## config.mk

```make
export PLATFORM = sky130hd
export DESIGN_NAME = regfile_wb_scheduler
export DESIGN_NICKNAME = d
export VERILOG_FILES = /design/src/rtl/regfile_wb_scheduler.sv
export SDC_FILE = /design/constraint.sdc
export NUM_CORES = 1
export LEC_CHECK = 0
export CAP_MARGIN = 20
export CORE_AREA = 2 2 134 136
export CTS_CLUSTER_DIAMETER = 200
export DETAILED_ROUTE_END_ITERATION = 8
export DIE_AREA = 0 0 136 138
export MAX_ROUTING_LAYER = met4
export SYNTH_ARGS = -nofsm -noshare
export SYNTH_HDL_FRONTEND = slang
export SYNTH_SLANG_ARGS = --single-unit
```

## constraint.sdc

```tcl
create_clock -name clk -period 3.3 [get_ports clk]
set_input_delay 0.66 -clock clk [delete_from_list [all_inputs] [get_ports clk]]
set_output_delay 0.66 -clock clk [all_outputs]
set_load 0.03 [all_outputs]
```

## src/rtl/regfile_wb_scheduler.sv

```systemverilog
// Arbitrates the register-file write port between pipeline writeback and queued
// long-latency results, and keeps the busy scoreboard that drives decode stalls.
module regfile_wb_scheduler #(
   parameter int XLEN     = 32,
   parameter int DEPTH    = 2,
   parameter int MAX_WAIT = 4
) (
   input  logic            clk,
   input  logic            rst,
   input  logic            wb_valid,
   input  logic [4:0]      wb_rd,
   input  logic [XLEN-1:0] wb_data,
   output logic            wb_ready,
   input  logic            llu_issue,
   input  logic [4:0]      llu_issue_rd,
   input  logic            llu_res_valid,
   input  logic [4:0]      llu_res_rd,
   input  logic [XLEN-1:0] llu_res_data,
   output logic            llu_res_ready,
   input  logic [4:0]      dec_rs1_addr,
   input  logic [4:0]      dec_rs2_addr,
   input  logic [4:0]      dec_rd_addr,
   input  logic            dec_rs1_used,
   input  logic            dec_rs2_used,
   input  logic            dec_rd_we,
   output logic            dec_stall,
   output logic            rf_regWrite,
   output logic [4:0]      rf_rd_addr,
   output logic [XLEN-1:0] rf_rd_data
);

   localparam int PW = (DEPTH > 1) ? $clog2(DEPTH) : 1;
   localparam int CW = $clog2(DEPTH + 1);
   localparam int WW = $clog2(MAX_WAIT + 1);

   logic [XLEN-1:0] fifo_data_q [DEPTH];
   logic [4:0]      fifo_rd_q   [DEPTH];
   logic [PW-1:0]   wptr_q, wptr_d, rptr_q, rptr_d;
   logic [CW-1:0]   count_q, count_d;
   logic [WW-1:0]   wait_q, wait_d;
   logic [31:0]     busy_q, busy_d;
   logic            rf_we_q, rf_we_d;
   logic [4:0]      rf_addr_q, rf_addr_d;
   logic [XLEN-1:0] rf_data_q, rf_data_d;
   logic            src_llu_q, src_llu_d;

   logic fifo_empty, starve, push, wb_grant, fifo_grant;

   assign fifo_empty    = (count_q == '0);
   assign starve        = !fifo_empty && (wait_q == WW'(MAX_WAIT));
   assign wb_ready      = !starve;
   assign llu_res_ready = (count_q < CW'(DEPTH));
   // Results addressed to x0 complete the handshake but never occupy a slot.
   assign push          = llu_res_valid && llu_res_ready && (llu_res_rd != 5'd0);
   // A WB to x0 is accepted without using the port, leaving it to the FIFO.
   assign wb_grant      = wb_valid && wb_ready && (wb_rd != 5'd0);
   assign fifo_grant    = !wb_grant && !fifo_empty;

   assign dec_stall = (dec_rs1_used && busy_q[dec_rs1_addr]) |
                      (dec_rs2_used && busy_q[dec_rs2_addr]) |
                      (dec_rd_we    && busy_q[dec_rd_addr]);

   assign rf_regWrite = rf_we_q;
   assign rf_rd_addr  = rf_addr_q;
   assign rf_rd_data  = rf_data_q;

   always_comb begin
      rf_we_d   = 1'b0;
      rf_addr_d = rf_addr_q;
      rf_data_d = rf_data_q;
      src_llu_d = 1'b0;
      if (wb_grant) begin
         rf_we_d   = 1'b1;
         rf_addr_d = wb_rd;
         rf_data_d = wb_data;
      end else if (fifo_grant) begin
         rf_we_d   = 1'b1;
         rf_addr_d = fifo_rd_q[rptr_q];
         rf_data_d = fifo_data_q[rptr_q];
         src_llu_d = 1'b1;
      end
   end

   always_comb begin
      wptr_d  = push ? wptr_q + PW'(1) : wptr_q;
      rptr_d  = fifo_grant ? rptr_q + PW'(1) : rptr_q;
      count_d = count_q + CW'(push) - CW'(fifo_grant);
      wait_d  = wait_q;
      if (fifo_grant || fifo_empty)
         wait_d = '0;
      else if (wait_q != WW'(MAX_WAIT))
         wait_d = wait_q + WW'(1);
   end

   // Clear lands on the edge the RF is written; a same-edge re-issue wins.
   always_comb begin
      busy_d = busy_q;
      if (rf_we_q && src_llu_q)
         busy_d[rf_addr_q] = 1'b0;
      if (llu_issue)
         busy_d[llu_issue_rd] = 1'b1;
      busy_d[0] = 1'b0;
   end

   always_ff @(posedge clk or posedge rst) begin
      if (rst) begin
         wptr_q    <= '0;
         rptr_q    <= '0;
         count_q   <= '0;
         wait_q    <= '0;
         busy_q    <= '0;
         rf_we_q   <= 1'b0;
         rf_addr_q <= '0;
         rf_data_q <= '0;
         src_llu_q <= 1'b0;
      end else begin
         wptr_q    <= wptr_d;
         rptr_q    <= rptr_d;
         count_q   <= count_d;
         wait_q    <= wait_d;
         busy_q    <= busy_d;
         rf_we_q   <= rf_we_d;
         rf_addr_q <= rf_addr_d;
         rf_data_q <= rf_data_d;
         src_llu_q <= src_llu_d;
      end
   end

   always_ff @(posedge clk) begin
      if (push) begin
         fifo_rd_q[wptr_q]   <= llu_res_rd;
         fifo_data_q[wptr_q] <= llu_res_data;
      end
   end

endmodule
```

# Word-level counts from Yosys, hierarchy flattened
# Memory sizes are Yosys's and may differ from the RTL's.
# Cells that the tools add are included.
[word_totals]
output_inout_bits = 41
ram_bits = 74
latch_bits = 0
romBits = 0
memories = 2
input_bits = 102
word_cells = 75
register_bits = 77
[classes]
magnitude_cmp = 8
bitwise_logic = 5
n_eq_ne = 2
n_mul = 0
n_reduce_logical = 21
n_shift = 0
n_mux = 23
div = 0
addsub = 5
[memory_table]
columns = ["memory", "depth", "width", "read_ports", "rd_clocked_by_memory_dff", "wr", "line", "source"]
rows = [
  ["fifo_data_q", 2, 32, 1, 0, 1, "36", "logic [XLEN-1:0] fifo_data_q [DEPTH];"],
  ["fifo_rd_q", 2, 5, 1, 0, 1, "37", "logic [4:0] fifo_rd_q [DEPTH];"],
]
[op_table]
columns = ["cell", "n"]
rows = [
  ["$mux 32", 4],
  ["$and 32x32->32", 1],
  ["$not 32->32", 1],
  ["$or 32x32->32", 1],
  ["$lt 5x6->1 const B", 5],
  ["$bmux 1 s5", 3],
  ["$logic_and 1x1->1", 12],
  ["$demux 1 s5", 2],
  ["$ge 5x1->1 const B", 2],
  ["$mux 1", 10],
  ["$mux 5", 2],
  ["$reduce_bool 5->1", 2],
  ["$mux 3", 2],
  ["$reduce_bool 2->1", 2],
  ["$add 3x1->3 const B", 1],
  ["$eq 3x3->1 const B", 1],
  ["$logic_not 1->1", 3],
  ["$ne 3x3->1 const B", 1],
  ["$add 1x1->1 const B", 2],
  ["$add 2x1->2", 1],
  ["$logic_not 2->1", 1],
  ["$lt 2x2->1 const B", 1],
  ["$or 1x1->1", 2],
  ["$sub 2x1->2", 1],
  ["$logic_or 1x1->1", 1],
]

# Depth between registers and ports, before layout
[logic_depth]
word_depth = 10
ltp_mapped = 12
mapped_depth_nobuf = 11

# Least setup slack after synthesis
# No wires, ideal clock.
[synth_path]
path_type = "input to output"
start = "input port dec_rd_addr[2]"
end = "output port dec_stall"
t_required_ns = 2.640
path_buffers = 1
stages = 6
t_arrival_ns = 2.294
path_slack_ns = 0.346
cell_sequence = "buf_2 mux4_2 nor4bb_1 o41ai_1 and4_1 nand4_1"
[synth_via]
elab_chain_cells = 4
[synth_rtl]
columns = ["element", "line", "source"]
rows = [
  ["start, declared", "22", "input logic [4:0] dec_rd_addr,"],
  ["$bmux 1 s5", "61", "(dec_rd_we && busy_q[dec_rd_addr]);"],
  ["$mux 1 (not written as such)", "61", ""],
  ["$logic_and 1x1->1", "61", ""],
  ["$or 1x1->1", "60", "(dec_rs2_used && busy_q[dec_rs2_addr]) |"],
  ["end, declared", "26", "output logic dec_stall,"],
]
# No other way between the ends. The select of a mux whose other input is x is not followed.

# Worst setup path after layout
# Same ends and word-level chain as after synthesis.

==> results.tsv <==
stage	metric	value	unit
timing	post-route setup TNS	0	ns
placed_design	Post-Place Cells	914	
setup_path	r2r setup slk	1.21	ns
finish	fill count	1517	
yosys	synth warn	0	
setup_path	CP delay by family, top	multiplexers	
setup_path	Crit-path slowest cell	mux4_2	
routing	First-pass DRT Iterations	5	
setup_path	reg2reg end	count_q[1]$_DFF_PP0_	
global_routing	Tot GR Track Use	19.9	%
floorplan	# IOs	143	
setup_path	Reg2Reg Depth	11	
timing	Min Clock Period, post-route	3.19	ns
routing	via count	5113	
global_routing	largest net degree at the start of global routing	77	
routing	Vias/cell	5.40	
placed_design	DP HPWL	12300	um
finish	Post-Layout Inst Area	9160	um2
timing	final worst setup slack	0.106	ns
setup_path	Max stage delay on crit path	0.54	ns
yosys	synth unique cells	41	
setup_path	arrival time at the worst endpoint	2.53	ns
routing	Avg WL per Cell	18.1	um
yosys	Post-synth EDFFs	74	
finish	share of cells above drive strength 1	10.9	%
global_routing	wire length of the first global-routing pass	28000	um
timing	FMAX	0.313	GHz
clock_network	CTS max path bufs	2	
setup_path	CP endpoint kind	primary output	
pwr	Internal	0.00471	W
timing	final hold vios	0	
routing	Post-route DRC	0	
setup_path	WP buf/inv	2	
setup_path	Critical Path Start	dec_rd_addr[2]	
timing	Post-Route Skew	0.0104	ns
flow_run	max-cap violation count	0	
setup_path	reg2reg start	wait_q[0]$_DFFE_PP0P_	
yosys	Seq cells post-synth	151	
finish	commonest non-fill, non-tap cell in the layout	clkdlybuf4s50_1	
placed_design	pre-CTS setup slack	-0.666	ns
setup_path	worst-path cell chain	dlygate4sd2_1 > mux4_2 > and4b_1 > o41ai_2 > and4_1 > nand4_1 > buf_2	
finish	fin cells	946	
setup_path	Worst Path Required	2.64	ns
global_routing	GRT overflow	0	
floorplan	Die Ht	138	um
finish	multi-input logic area	2550	um2
yosys	Seq/Total Area, Yosys	60.8	%
pwr	Pleak	3.47	nW
placed_design	IO buf count	142	
setup_path	Startpoint Class	input port	
finish	nets	810	
yosys	cell area after synthesis	6830	um2
clock_network	Clock Sinks	151	
yosys	Syn Nets	660	
global_routing	number of global-route vias before repair	5385	
clock_network	clk slew on worst S/H paths	0.06	ns
pwr	switching pwr	0.00260	W
placed_design	Placed Area	8610	um2
floorplan	Core Region	17500	um2
finish	# diodes	0	
worst_hold_path	Hold Crit Class	reg -> reg	
clock_network	CTS tree	done	
clock_network	Root Buffer	clkbuf_16	
yosys	Most used DFF post-synth	dfrtp_1	
pwr	Switching Share	35.6	%
clock_network	clock latency on the worst-skew pair	0.41	ns
pwr	Flop pwr share	41.8	%
timing	period utilization	96.8	%
floorplan	row cnt	49	
yosys	Syn Inst Count	554	
worst_hold_path	Min-Delay Startpoint	wait_q[0]$_DFFE_PP0P_	
routing	Post-DRT Antenna Nets	0	
floorplan	die area	18800	um2
worst_hold_path	hold endpoint	wait_q[0]$_DFFE_PP0P_	
yosys	Mapped Avg Cell Area	12.3	um2
routing	final wirelength	17200	um
setup_path	maximum fanout along the worst path	4	
floorplan	die width	136	um
setup_path	Setup Crit Path Kind	in -> out	
global_routing	initial antenna violation count	0	
pwr	clock group share of total power	24.1	%
timing	max_slew headroom	50.9	%
floorplan	starting density of the core	38.9	%
timing	max-slew violations	0	
timing	Slew @ Worst Pin	0.736	ns
clock_network	total CTS buffers	17	
yosys	asr flop ratio synth	51.0	%
timing	unrepaired setup endpoints after global routing	false	
pwr	peak supply drop	437	uV
placed_design	GPL Wtd Cong	1.00	
clock_network	H-tree depth	4	
finish	sequential cell area	4150	um2
outcome	status	finished clean	
worst_hold_path	Hold Path Stages	1	
routing	1st-iter DRT viols	284	
pwr	Comb pwr share	34.1	%
timing	final setup fails	0	
pwr	Power Density	799	nW/um2
finish	Area Overhead vs Synth	34.1	%
finish	commonest cells after routing, fill and taps aside	134 x clkdlybuf4s50_1, 99 x o21ai_0, 76 x dfrtp_1	
-- registers in the layout, indices dropped and copies added, names as in the netlist, 2 cells and up --
signal / flops
busy_q: 31
count_q: 2
fifo_data_q: 64
fifo_rd_q: 10
rf_rd_addr: 5
rf_rd_data: 32
wait_q: 3
-- timing repair --
item | in CTS | in global routing
resized for setup | 10 | 5
buffers inserted | 0 | 0
pin swaps | 1 | 0
endpoints found under the setup margin | 1 | 1
hold buffers | 0 | 0
-- synth_stat cells (all sizes together) (2+ instances only) --
cell    count  area [um2]
ha          4        50.1
nand3       6        30.0
or3b        4        35.0
clkbuf     19        71.3
nand2b      3        18.8
inv         7        26.3
and4b       2        20.0
mux2i      44         440
nor4bb      3        30.0
nor3b       3        22.5
xnor2       4        35.0
o211ai      5        37.5
mux4       20         473
nor3        2        10.0
a21oi      40         200
nor2       49         184
dfrtp      77        1930
edfxtp     74        2220
nand2      46         173
nand4       2        12.5
nand4b      2        17.5
and3        2        12.5
mux2        3        33.8
buf        11        67.6
or3         3        18.8
nand3b      9        67.6
o21ai      99         495
-- worst max-delay path by stage --
stage               slack, ns  cells after the start   endpoint
finish                   0.11                      7  dec_stall
global placement        -0.59                      6  dec_stall
CTS                      0.01                      7  dec_stall
floorplan                0.35                      6  dec_stall
global route             0.01                      7  dec_stall
detailed placement      -0.67                      6  dec_stall
-- metal layers --
metal  vias up  GRT usage (%)  wire length [um]
met5         -              -                 0
met4         0           10.1               579
met3        51           5.57              1190
met2       221           30.8              8470
met1      2470           23.7              6920
li1       2371              -                 -
-- cell families after synthesis --
family	share of synthesized area, %
DFF	60.8
adders and majority gates	0.733
AOI/OAI and AO/OA	11.6
muxes	13.9
xor gates and xnor gates	0.641
buffers and inverters	2.42
and+or+nand+nor	9.97
-- layout make-up --
type | count | area share, %
clock buffer | 19 | 4.73
clock inverter | 13 | 1.18
inverter | 7 | 0.301
multi-input combinational | 366 | 27.9
sequential | 151 | 45.3
tap | 229 | 3.13
timing repair buffer | 161 | 17.4
-- power by group through the flow --
stage / Sequential (W) / Combinational (W) / Clock [W]
floorplan: 0.00312 / 0.00139 / 0
global placement: 0.00307 / 0.00247 / 0
detailed placement: 0.00308 / 0.00252 / 0
CTS: 0.00305 / 0.00253 / 0.00180
global route: 0.00311 / 0.00273 / 0.00189
finish: 0.00306 / 0.00249 / 0.00176
-- worst reg2reg max path, stage by stage (launching register included) --
cell and delay (ns):
dfrtp_1 0.37, inv_1 0.05, ha_1 0.19, o211ai_1 0.14, nand2_1 0.15, a21oi_4 0.13, nor2_1 0.10, ha_1 0.33
inv_1 0.04, ha_1 0.19, xnor2_1 0.19, xnor2_1 0.14
-- metrics by stage --
stage / hold WS (ns) / util [%] / power, W
finish: 0.464 / 52.2 / 0.00731
detailed placement: 0.459 / 49.1 / 0.00560
CTS: 0.467 / 52.2 / 0.00737
global placement: 0.441 / 49.1 / 0.00554
floorplan: 0.429 / - / 0.00452
global route: 0.487 / 52.2 / 0.00773
Note: power is estimated with default switching activity, not from simulation.
==> patch, RTL diff (same settings) <==
Make the reset (`rst`) synchronous in one clocked block.
--- a/src/rtl/regfile_wb_scheduler.sv
+++ b/src/rtl/regfile_wb_scheduler.sv
@@ -102,7 +102,7 @@
       busy_d[0] = 1'b0;
    end
 
-   always_ff @(posedge clk or posedge rst) begin
+   always_ff @(posedge clk) begin
       if (rst) begin
          wptr_q    <= '0;
          rptr_q    <= '0;
Function: differs if rst is asserted again (counterexample within 4 cycles, from zero or initial values and one cycle with rst high); with rst held inactive, the same outputs for 4 cycles.
==> patch against the original RTL <==
  * Clock skew decreased by 0.0034 ns
  * Worst setup slack got worse by 0.015 ns
  * Routed wire length is 5.2% higher
  * Cell area increased by 0.51%
  * Largest power group unchanged
  * Count of clock-buffer cells in the layout up 3
  * Non-clock buffer count up 8
  * Synthesized area shrank 0.31%
  * Synthesized cell count increased by 12%
  * Total power shrank 18%
  * Largest cell class unchanged
  * Via count grew 6.4%
  * Sequential cell count grew 1
  * Critical path depth stayed put
  * Cell count rose by 7.1%
==> patch: results <==
metrics = {
    "logic_synthesis": {
        "synth_ff_type": "dfxtp_1",
        "synth-async-reset-ratio_pct": 0,
        "yosysSeqAreaShare_pct": 55.59,
        "synth_common_cells": "nor2_1, dfxtp_1, edfxtp_1",
        "synth.area.top_cells": "edfxtp_1, dfxtp_1, mux2i_1",
        "synth_nets": 729,
        "synth-edff-count": 74,
        "ys_types": 47,
        "synth_warnings": 0,
    },
    "grt": {
        "antenna_found_initial": 2,
        "grt_pass1_vias": 5605,
        "grt_usage_pct": 20.34,
        "grt_pass1_wl_um": 28510,
        "grt_max_degree": 76,
    },
    "pwr": {
        "ir_worst_vdd_mv": 0.4203,
        "leakage_nw": 3.216,
    },
    "setup_path": {
        "critical_path.max_stage_delay_ns": 0.50,
        "crit_path_top_delay_cell": "mux4_2",
        "arrival_ns": 2.55,
        "worst_setup_path_startpoint": "dec_rd_addr[0]",
        "crit_fanout": 6,
        "rr_startpoint": "wait_q[0]$_SDFFE_PP0P_",
    },
    "routing": {
        "dr_total_vias": 5440,
        "dr.pass1.iters": 4,
        "wl_um": 18050,
        "first_iter_violations": 256,
    },
    "timing": {
        "fin_skew_ns": 0.007081,
        "max-slew-margin-rel_pct": 42.86,
    },
    "cts": {
        "cts_htree_levels": 4,
        "numCtsBuffers": 17,
        "clk_path_buf_depth": 2,
        "cts_setup_buffers": 0,
        "clk_pin_slew_ns": 0.06,
        "cts-root-buf": "clkbuf_16",
        "clkLatencyLatePin_ns": 0.42,
    },
    "place": {
        "place_area_mm2": 0.008563,
        "dpl.hpwl_um": 13100,
        "place.gp.congestion": 0.9228,
        "port_buffers": 142,
    },
    "finish": {
        "drive_gt1_share_pct": 11.38,
        "layout.nets": 875,
        "regMostFlops": "fifo_data_q",
        "largest_reg_flops": 64,
    },
    "status": {
        "outcome": "finished clean",
    },
    "min_path": {
        "hold_path_class": "reg -> reg",
        "hold_start": "wait_q[1]$_SDFFE_PP0P_",
    },
    "floorplanning": {
        "coreArea_mm2": 0.01753,
    },
}
==> patch: per-layer routing <==
metal	GRT usage, %	part of all wire, %	wire length [um]	vias to the layer above
li1	-	-	-	2588
met1	23.18	41	7341	2599
met2	32.87	49	8826	212
met3	6.821	7.7	1391	41
met4	8.004	2.7	490	0
met5	-	0	0	-
==> patch: timing repair <==
action | 4_1_cts | 5_1_grt
setup endpoints to repair | 1 | 1
gates resized for setup | 6 | 11
gates cloned | 0 | 0
pin swaps | 0 | 2
==> patch: power breakdown <==
| group | switching, mW | internal (mW) |
|---|---|---|
| Sequential | 0.155 | 2.25 |
| Combinational | 0.955 | 0.706 |
| Clock | 0.750 | 1.20 |
==> patch: kinds of logic (layout without fill, tap and decap cells) <==
| logic type | count (synthesis) | after routing | synth area share [%] |
|---|---|---|---|
| muxes | 70 | 70 | 13.73 |
| buffers and inverters | 50 | 209 | 3.346 |
| other | 0 | 2 | 0 |
| xor gates and xnor gates | 5 | 5 | 0.6434 |
| and+or+nand+nor | 190 | 190 | 12.54 |
| AOI/OAI and AO/OA | 152 | 152 | 13.42 |
| DFF | 152 | 152 | 55.59 |
| adders and majority gates | 4 | 4 | 0.7353 |
==> patch: layout make-up <==
class / instances / area (um^2)
inverter: 8 / 30.03
clock buffer: 22 / 486.7
tap: 229 / 286.5
timing repair buffer: 169 / 1660
multi-input combinational: 421 / 2833
antenna: 2 / 5.005
sequential: 152 / 3785
clock inverter: 10 / 115.1
fill: 1536 / 8333
==> patch: critical path, delay by kind of cell <==
family / cells / cell delay (ns)
compound gates: 1 / 0.19
buf+inv: 3 / 0.78
simple gates: 1 / 0.13
mux: 2 / 0.78
==> patch: through the flow <==
stage	util [%]	hold WS (ns)	TNS, ns	setup WS [ns]	instances
2_1_floorplan	-	0.4593	0	0.3940	623
3_3_place_gp	48.84	0.4723	-0.3911	-0.3911	979
3_5_place_dp	48.84	0.4872	-0.3861	-0.3861	979
4_1_cts	52.23	0.4956	0	0.04277	1011
5_1_grt	52.48	0.5134	-0.03084	-0.03084	1013
6_report	52.48	0.4930	0	0.09062	1013
==> patch: path summary, 6_finish.rpt <==
check	slack (ns)	depth (start not counted)	to
worst max-delay path	0.09	7	dec_stall
worst min-delay path	0.49	2	wait_q[1]$_SDFFE_PP0P_
worst max register to register	1.08	8	rf_rd_data[23]$_SDFFE_PP0P_
worst min register to register	0.49	2	wait_q[1]$_SDFFE_PP0P_
